**src/rtl/tx_frame_sched_if.sv**
```systemverilog
`default_nettype none
// ============================================================================
// Module      : tx_frame_sched_if
// Description : Handshake bundle between the frame scheduler, its word
//               source and the UART byte transmitter.
//               slave  : scheduler side (takes i_*, drives o_*)
//               master : environment side (drives i_*, observes o_*)
//               i_enable    : frame start permitted
//               i_data      : 10-bit word to frame
//               i_tx_busy   : transmitter busy
//               i_tx_done   : transmitter finished a byte (pulse)
//               o_tx_start  : start one byte (pulse)
//               o_tx_byte   : byte to transmit
//               o_word_done : frame completed (pulse)
//               o_timeout   : frame aborted by watchdog (pulse)
//               o_busy      : scheduler not idle
//               o_frame_cnt : completed frame count
// Revision    : 1.0 - initial release
// ============================================================================
interface tx_frame_sched_if;
    logic        i_enable;
    logic [9:0]  i_data;
    logic        i_tx_busy;
    logic        i_tx_done;
    logic        o_tx_start;
    logic [7:0]  o_tx_byte;
    logic        o_word_done;
    logic        o_timeout;
    logic        o_busy;
    logic [15:0] o_frame_cnt;

    modport slave (
        input  i_enable, i_data, i_tx_busy, i_tx_done,
        output o_tx_start, o_tx_byte, o_word_done, o_timeout, o_busy, o_frame_cnt
    );

    modport master (
        output i_enable, i_data, i_tx_busy, i_tx_done,
        input  o_tx_start, o_tx_byte, o_word_done, o_timeout, o_busy, o_frame_cnt
    );
endinterface
`default_nettype wire

```
**src/rtl/tx_frame_sched.sv**
```systemverilog
`default_nettype none
// ============================================================================
// Module      : tx_frame_sched
// Description : Sends a 10-bit word as a 4-byte frame (sync, high bits,
//               low bits, XOR checksum) over a start/done byte transmitter,
//               inserts an inter-frame gap, counts completed frames and
//               aborts a frame when the transmitter stops answering.
// Ports       : i_clk - clock
//               i_rst - asynchronous active-high reset
//               bus   - tx_frame_sched_if.slave handshake bundle
// Revision    : 1.0 - initial release
// ============================================================================
module tx_frame_sched #(
    parameter logic [7:0]  SYNC_BYTE      = 8'hA5,
    parameter int unsigned GAP_CYCLES     = 16,
    parameter int unsigned TIMEOUT_CYCLES = 1024
) (
    input  wire logic        i_clk,
    input  wire logic        i_rst,
    tx_frame_sched_if.slave  bus
);

    localparam logic [1:0] S_IDLE      = 2'd0;
    localparam logic [1:0] S_WAIT_DONE = 2'd1;
    localparam logic [1:0] S_GAP       = 2'd2;

    // Counters only need to hold N-1 (they count down / up to the last value).
    localparam int unsigned c_GAP_W = (GAP_CYCLES > 1) ? $clog2(GAP_CYCLES) : 1;
    localparam int unsigned c_WD_W  = (TIMEOUT_CYCLES > 1) ? $clog2(TIMEOUT_CYCLES) : 1;
    localparam logic [c_GAP_W-1:0] c_GAP_LAST = c_GAP_W'(GAP_CYCLES - 1);
    localparam logic [c_WD_W-1:0]  c_WD_LAST  = c_WD_W'(TIMEOUT_CYCLES - 1);

    logic [1:0]         state_q, state_d;
    logic [1:0]         idx_q, idx_d;
    logic [9:0]         data_q, data_d;
    logic [c_GAP_W-1:0] gap_q, gap_d;
    logic [c_WD_W-1:0]  wd_q, wd_d;
    logic [15:0]        frame_cnt_q, frame_cnt_d;
    logic               tx_start_q, tx_start_d;
    logic [7:0]         tx_byte_q, tx_byte_d;
    logic               word_done_q, word_done_d;
    logic               timeout_q, timeout_d;
    logic               busy_q, busy_d;

    logic w_launch;
    logic w_frame_end;
    logic w_abort;
    logic w_done_valid;
    logic w_wd_expire;

    function automatic logic [7:0] frame_byte(input logic [1:0] idx, input logic [9:0] d);
        logic [7:0] b1;
        b1 = {6'b0, d[9:8]};
        case (idx)
            2'd0:    frame_byte = SYNC_BYTE;
            2'd1:    frame_byte = b1;
            2'd2:    frame_byte = d[7:0];
            default: frame_byte = SYNC_BYTE ^ b1 ^ d[7:0];
        endcase
    endfunction

    // A done arriving while the start pulse is still out belongs to no byte.
    assign w_done_valid = bus.i_tx_done && !tx_start_q;
    assign w_wd_expire  = (TIMEOUT_CYCLES != 0) && (wd_q == c_WD_LAST);

    always_ff @(posedge i_clk or posedge i_rst) begin
        if (i_rst) begin
            state_q     <= S_IDLE;
            idx_q       <= 2'd0;
            data_q      <= 10'd0;
            gap_q       <= '0;
            wd_q        <= '0;
            frame_cnt_q <= 16'd0;
            tx_start_q  <= 1'b0;
            tx_byte_q   <= 8'h00;
            word_done_q <= 1'b0;
            timeout_q   <= 1'b0;
            busy_q      <= 1'b0;
        end else begin
            state_q     <= state_d;
            idx_q       <= idx_d;
            data_q      <= data_d;
            gap_q       <= gap_d;
            wd_q        <= wd_d;
            frame_cnt_q <= frame_cnt_d;
            tx_start_q  <= tx_start_d;
            tx_byte_q   <= tx_byte_d;
            word_done_q <= word_done_d;
            timeout_q   <= timeout_d;
            busy_q      <= busy_d;
        end
    end

    always_comb begin
        state_d     = state_q;
        idx_d       = idx_q;
        data_d      = data_q;
        gap_d       = gap_q;
        wd_d        = wd_q;
        frame_cnt_d = frame_cnt_q;
        w_launch    = 1'b0;
        w_frame_end = 1'b0;
        w_abort     = 1'b0;
        case (state_q)
            S_IDLE: begin
                if (bus.i_enable && !bus.i_tx_busy) begin
                    data_d   = bus.i_data;
                    idx_d    = 2'd0;
                    wd_d     = '0;
                    w_launch = 1'b1;
                    state_d  = S_WAIT_DONE;
                end
            end
            S_WAIT_DONE: begin
                // Done is checked first so it wins over a same-cycle expiry.
                if (w_done_valid) begin
                    if (idx_q != 2'd3) begin
                        idx_d    = idx_q + 2'd1;
                        wd_d     = '0;
                        w_launch = 1'b1;
                    end else begin
                        w_frame_end = 1'b1;
                        frame_cnt_d = frame_cnt_q + 16'd1;
                        idx_d       = 2'd0;
                        wd_d        = '0;
                        gap_d       = c_GAP_LAST;
                        state_d     = (GAP_CYCLES == 0) ? S_IDLE : S_GAP;
                    end
                end else if (w_wd_expire) begin
                    w_abort = 1'b1;
                    idx_d   = 2'd0;
                    wd_d    = '0;
                    gap_d   = c_GAP_LAST;
                    state_d = (GAP_CYCLES == 0) ? S_IDLE : S_GAP;
                end else begin
                    wd_d = wd_q + c_WD_W'(1);
                end
            end
            S_GAP: begin
                if (gap_q == '0) begin
                    state_d = S_IDLE;
                end else begin
                    gap_d = gap_q - c_GAP_W'(1);
                end
            end
            default: state_d = S_IDLE;
        endcase
    end

    always_comb begin
        tx_start_d  = w_launch;
        tx_byte_d   = w_launch ? frame_byte(idx_d, data_d) : tx_byte_q;
        word_done_d = w_frame_end;
        timeout_d   = w_abort;
        busy_d      = (state_d != S_IDLE);
    end

    assign bus.o_tx_start  = tx_start_q;
    assign bus.o_tx_byte   = tx_byte_q;
    assign bus.o_word_done = word_done_q;
    assign bus.o_timeout   = timeout_q;
    assign bus.o_busy      = busy_q;
    assign bus.o_frame_cnt = frame_cnt_q;

endmodule
`default_nettype wire
```
**src/flat_wrapper.sv**
```systemverilog
// flat-port wrapper written by rule: the top's interface ports become plain ports
module tx_frame_sched_flat 
#(
    parameter logic [7:0]  SYNC_BYTE      = 8'hA5,
    parameter int unsigned GAP_CYCLES     = 16,
    parameter int unsigned TIMEOUT_CYCLES = 1024
)
  (i_clk, i_rst, bus_i_enable, bus_i_data, bus_i_tx_busy, bus_i_tx_done, bus_o_tx_start, bus_o_tx_byte, bus_o_word_done, bus_o_timeout, bus_o_busy, bus_o_frame_cnt);
  tx_frame_sched_if bus_i ();
  input  wire logic i_clk;
  input  wire logic i_rst;
  input wire logic [$bits(bus_i.i_enable)-1:0] bus_i_enable;
  input wire logic [$bits(bus_i.i_data)-1:0] bus_i_data;
  input wire logic [$bits(bus_i.i_tx_busy)-1:0] bus_i_tx_busy;
  input wire logic [$bits(bus_i.i_tx_done)-1:0] bus_i_tx_done;
  output wire logic [$bits(bus_i.o_tx_start)-1:0] bus_o_tx_start;
  output wire logic [$bits(bus_i.o_tx_byte)-1:0] bus_o_tx_byte;
  output wire logic [$bits(bus_i.o_word_done)-1:0] bus_o_word_done;
  output wire logic [$bits(bus_i.o_timeout)-1:0] bus_o_timeout;
  output wire logic [$bits(bus_i.o_busy)-1:0] bus_o_busy;
  output wire logic [$bits(bus_i.o_frame_cnt)-1:0] bus_o_frame_cnt;
  assign bus_i.i_enable = bus_i_enable;
  assign bus_i.i_data = bus_i_data;
  assign bus_i.i_tx_busy = bus_i_tx_busy;
  assign bus_i.i_tx_done = bus_i_tx_done;
  assign bus_o_tx_start = bus_i.o_tx_start;
  assign bus_o_tx_byte = bus_i.o_tx_byte;
  assign bus_o_word_done = bus_i.o_word_done;
  assign bus_o_timeout = bus_i.o_timeout;
  assign bus_o_busy = bus_i.o_busy;
  assign bus_o_frame_cnt = bus_i.o_frame_cnt;
  tx_frame_sched #(.SYNC_BYTE(SYNC_BYTE), .GAP_CYCLES(GAP_CYCLES), .TIMEOUT_CYCLES(TIMEOUT_CYCLES)) u_core (.i_clk(i_clk), .i_rst(i_rst), .bus(bus_i));
endmodule
```
**config.mk**
```make
export PLATFORM = sky130hd
export DESIGN_NAME = tx_frame_sched_flat
export DESIGN_NICKNAME = d
export VERILOG_FILES = /design/src/rtl/tx_frame_sched_if.sv /design/src/rtl/tx_frame_sched.sv /design/src/flat_wrapper.sv
export SDC_FILE = /design/constraint.sdc
export NUM_CORES = 1
export LEC_CHECK = 0
export ABC_AREA = 1
export CORE_MARGIN = 1
export CORE_UTILIZATION = 40
export CTS_CLUSTER_DIAMETER = 40
export DETAILED_ROUTE_END_ITERATION = 6
export DONT_BUFFER_PORTS = 1
export GPL_ROUTABILITY_DRIVEN = 0
export HOLD_SLACK_MARGIN = 0.1
export PLACE_DENSITY = 0.61
export SETUP_SLACK_MARGIN = 0.15
export SYNTH_ARGS = -nofsm -noshare
export SYNTH_HDL_FRONTEND = slang
export SYNTH_SLANG_ARGS = --single-unit
```
**constraint.sdc**
```tcl
create_clock -name i_clk -period 2.2 [get_ports i_clk]
set_clock_uncertainty 0.1 [all_clocks]
set_input_delay 0.22 -clock i_clk [delete_from_list [all_inputs] [get_ports i_clk]]
set_output_delay 0.22 -clock i_clk [all_outputs]
set_load 0.005 [all_outputs]
```
==> flow_summary.ini <==
[timing]
rsz0062_at_grt = true
period_minus_slack_ns = 1.965
period_share_pct = 89.34
fmax_mhz = 508.8
max_slew_margin_pct = 53.16
report.final.slew_viol_count = 0
setup_tns_ns = 0
setup_viol = 0
worst_slew_pin_slew_ns = 0.7026
hold_viol = 0

[clock_tree]
cts_tree = yes
root_buffer = clkbuf_8
clockBufferDepth = 2
path_clk_slew_ns = 0.10
clock_sinks = 56
htreeDepth = 2
cts_buffers = 5
insertion_delay_ns = 0.31

[grt]
grt_use_total_pct = 16.09
antenna_found_initial = 0
grt-ovfl-total = 0
grt_pass1_wl_mm = 9.377
grt_pass1_vias = 2072
grt_max_degree = 57

[detailed_routing]
drc_errors = 0
dr_total_vias = 2155
wl_per_cell_um = 12.03
final_antenna_net_count = 0
dr.pass1.iters = 4
drt_iter0_drc = 85
drt_wl_total_mm = 5.520
via_per_inst = 4.695

[synth]
synth_top_area_share_pct = 49.38
syn_inst = 329
netlist_top_cells_area = dfrtp_1 (49%), nand2_1 (8.5%), inv_1 (6.7%), o21ai_0 (4.9%), nor2_1 (4.1%)
yosysUniqueCellTypes = 28
synth-seq-area-share_pct = 49.38
syn_nets = 352
ys_ff_latch = 56
yosys_warnings = 0
syn-mean-instance-area_um2 = 8.625
syn-cell-area_um2 = 2838
synth_top_cell_by_area = dfrtp_1

[power]
pwr-share-comb_pct = 39.4
pwr_density_cell_nw_per_um2 = 992.1
swShare_pct = 38.29
p_leak_nw = 1.664
vdd_drop_max_mv = 0.6531
switchingPower_w = 0.001272
p_int_w = 0.002050
p_seq_share_pct = 42.9
pwr-share-clk_pct = 17.7

[placed_design]
dp_hpwl_mm = 3.909
io_buffers = 0

[worst_setup_path]
cpPeakStageDelay_ns = 0.41
critPathMaxFanout = 5
cpMaxStageDelayCell = dfrtp_1
crit_required_ns = 2.30
crit_type = flop to flop
start_kind = flop
cp-end-kind = flop
critical-path-top-delay-family = simple AND/OR/NAND/NOR gates
path_cells = inv_2, ha_4, inv_6, nor3_4, buf_4, nand3_4, nor2_4, nand3_4, nor2_4, nand2_2, xnor2_2
crit_buf_inv = 3
critPathArrivalTime_ns = 2.07

[floorplan]
initial_core_util_pct = 41.54
boundaryPins = 43
core_area_um2 = 6832
die_x_um = 86.23
fp.dieH_um = 86.23
placementRows = 30
die_area_um2 = 7435

[finish]
nets = 385
area_growth_pct = 17.99
fillers = 666
layout_commonest_cell = nand2_1
most-common-layout-cells = nand2_1 (62), dfrtp_1 (55), inv_1 (48), nor2_1 (30), o21ai_0 (25)
drive_above_1_share_pct = 17.08
n_antenna_cell = 0
fin_util_pct = 49.01

[status]
status = complete, no violations

[job]
maxCapViolCount = 0

[worst_hold_path]
worstHoldPathType = input pin to flop
==> tightest hold or removal path: cells and delay by family <==
family / cells / cell delay (ns)
AO/OA/AOI/OAI: 1 / 0.12
buffers and inverters: 2 / 0.20
==> final timing paths <==
| path | from | end | slack [ns] | cells past startpoint |
|---|---|---|---|---|
| setup / recovery | u_core.state_q[1] | u_core.bus.o_frame_cnt[13] | 0.23 | 11 |
| hold / removal | bus_i_data[8] | u_core.data_q[8] | 0.16 | 3 |
| setup reg to reg | u_core.state_q[1] | u_core.bus.o_frame_cnt[13] | 0.23 | 11 |
| hold reg to reg | u_core.wd_q[6] | u_core.wd_q[6] | 0.40 | 1 |
| max in group asynchronous | i_rst | u_core.state_q[0] | 1.04 | 3 |
| min in group asynchronous | i_rst | u_core.bus.o_frame_cnt[12] | 0.45 | 3 |
==> cell usage after synthesis <==
master,instances
nand2_1,64
dfrtp_1,56
inv_1,51
nor2_1,31
o21ai_0,28
nand3_1,21
xor2_1,12
a21oi_1,11
ha_1,8
or2_2,7
nor2_4,6
nor3_1,5
xnor2_1,5
nand2_2,3
a31oi_1,2
buf_2,2
inv_2,2
nand2_4,2
nand3_2,2
nand3_4,2
nand4_1,2
a21o_1,1
clkinv_1,1
nor3_4,1
o21ai_1,1
o21ai_2,1
o22ai_1,1
xnor2_2,1
==> area by class of cell <==
type                    count  area, um^2  area share (%)
clock buffers               7       86.33           2.578
repair buffers             28       235.2           7.025
flip-flops and latches     56        1403           41.89
well taps                  96       120.1           3.587
multi-input cells         217        1289           38.49
clock inverters             1       7.507          0.2242
inverters                  54       207.7           6.203
==> power groups by stage <==
| stage | Sequential, W | Clock (W) | Combinational [W] |
|---|---|---|---|
| 2_1_floorplan | 0.00140 | 0 | 0.000868 |
| 3_3_place_gp | 0.00144 | 0 | 0.00112 |
| 3_5_place_dp | 0.00144 | 0 | 0.00114 |
| 4_1_cts | 0.00143 | 0.000616 | 0.00119 |
| 5_1_grt | 0.00145 | 0.000655 | 0.00150 |
| 6_report | 0.00143 | 0.000588 | 0.00131 |
==> repair_timing <==
action	in CTS	in global routing
pin swaps	1	8
hold buffers	10	0
setup endpoints to repair	8	13
endpoints found under the hold margin	68	0
buffers inserted	0	10
resized for setup	7	14
==> state kept, by name, indices dropped and copies added (netlist names), 2 cells and up <==
name                    cells
u_core.state_q              2
u_core.bus.o_tx_byte        8
u_core.wd_q                10
u_core.bus.o_frame_cnt     16
u_core.idx_q                2
u_core.gap_q                4
u_core.data_q              10
==> routing by layer <==
| metal | vias up | routed length [um] | global-route usage (%) |
|---|---|---|---|
| li1 | 1096 | - | - |
| met1 | 1019 | 2624 | 20.85 |
| met2 | 34 | 2609 | 26.70 |
| met3 | 6 | 212 | 3.905 |
| met4 | 0 | 73 | 5.000 |
| met5 | - | 0 | 0 |
==> through the flow <==
step                      hold slack [ns]  power [W]  cell area (um^2)  setup WS, ns  instances
after floorplan                    0.2818   0.002272              2838        0.2235        329
after global placement             0.2544   0.002562              3008        0.1128        431
after detailed placement           0.2581   0.002586              3008       0.06550        431
after CTS                          0.1577   0.003238              3224        0.1544        449
after global routing               0.1642   0.003612              3348        0.1250        459
final                              0.1612   0.003322              3348        0.2345        459
==> cell families (layout without fill, tap and decap cells) <==
kind of cell    count (synthesis)  count (layout)  synth area share [%]
buf+inv                        56              90                 7.495
compound gates                 45              45                 8.289
simple gates                  146             146                 25.48
xor+xnor                       18              18                 5.820
flops                          56              56                 49.38
fa+ha+maj                       8               8                 3.527
(Power assumes the default switching activity.)
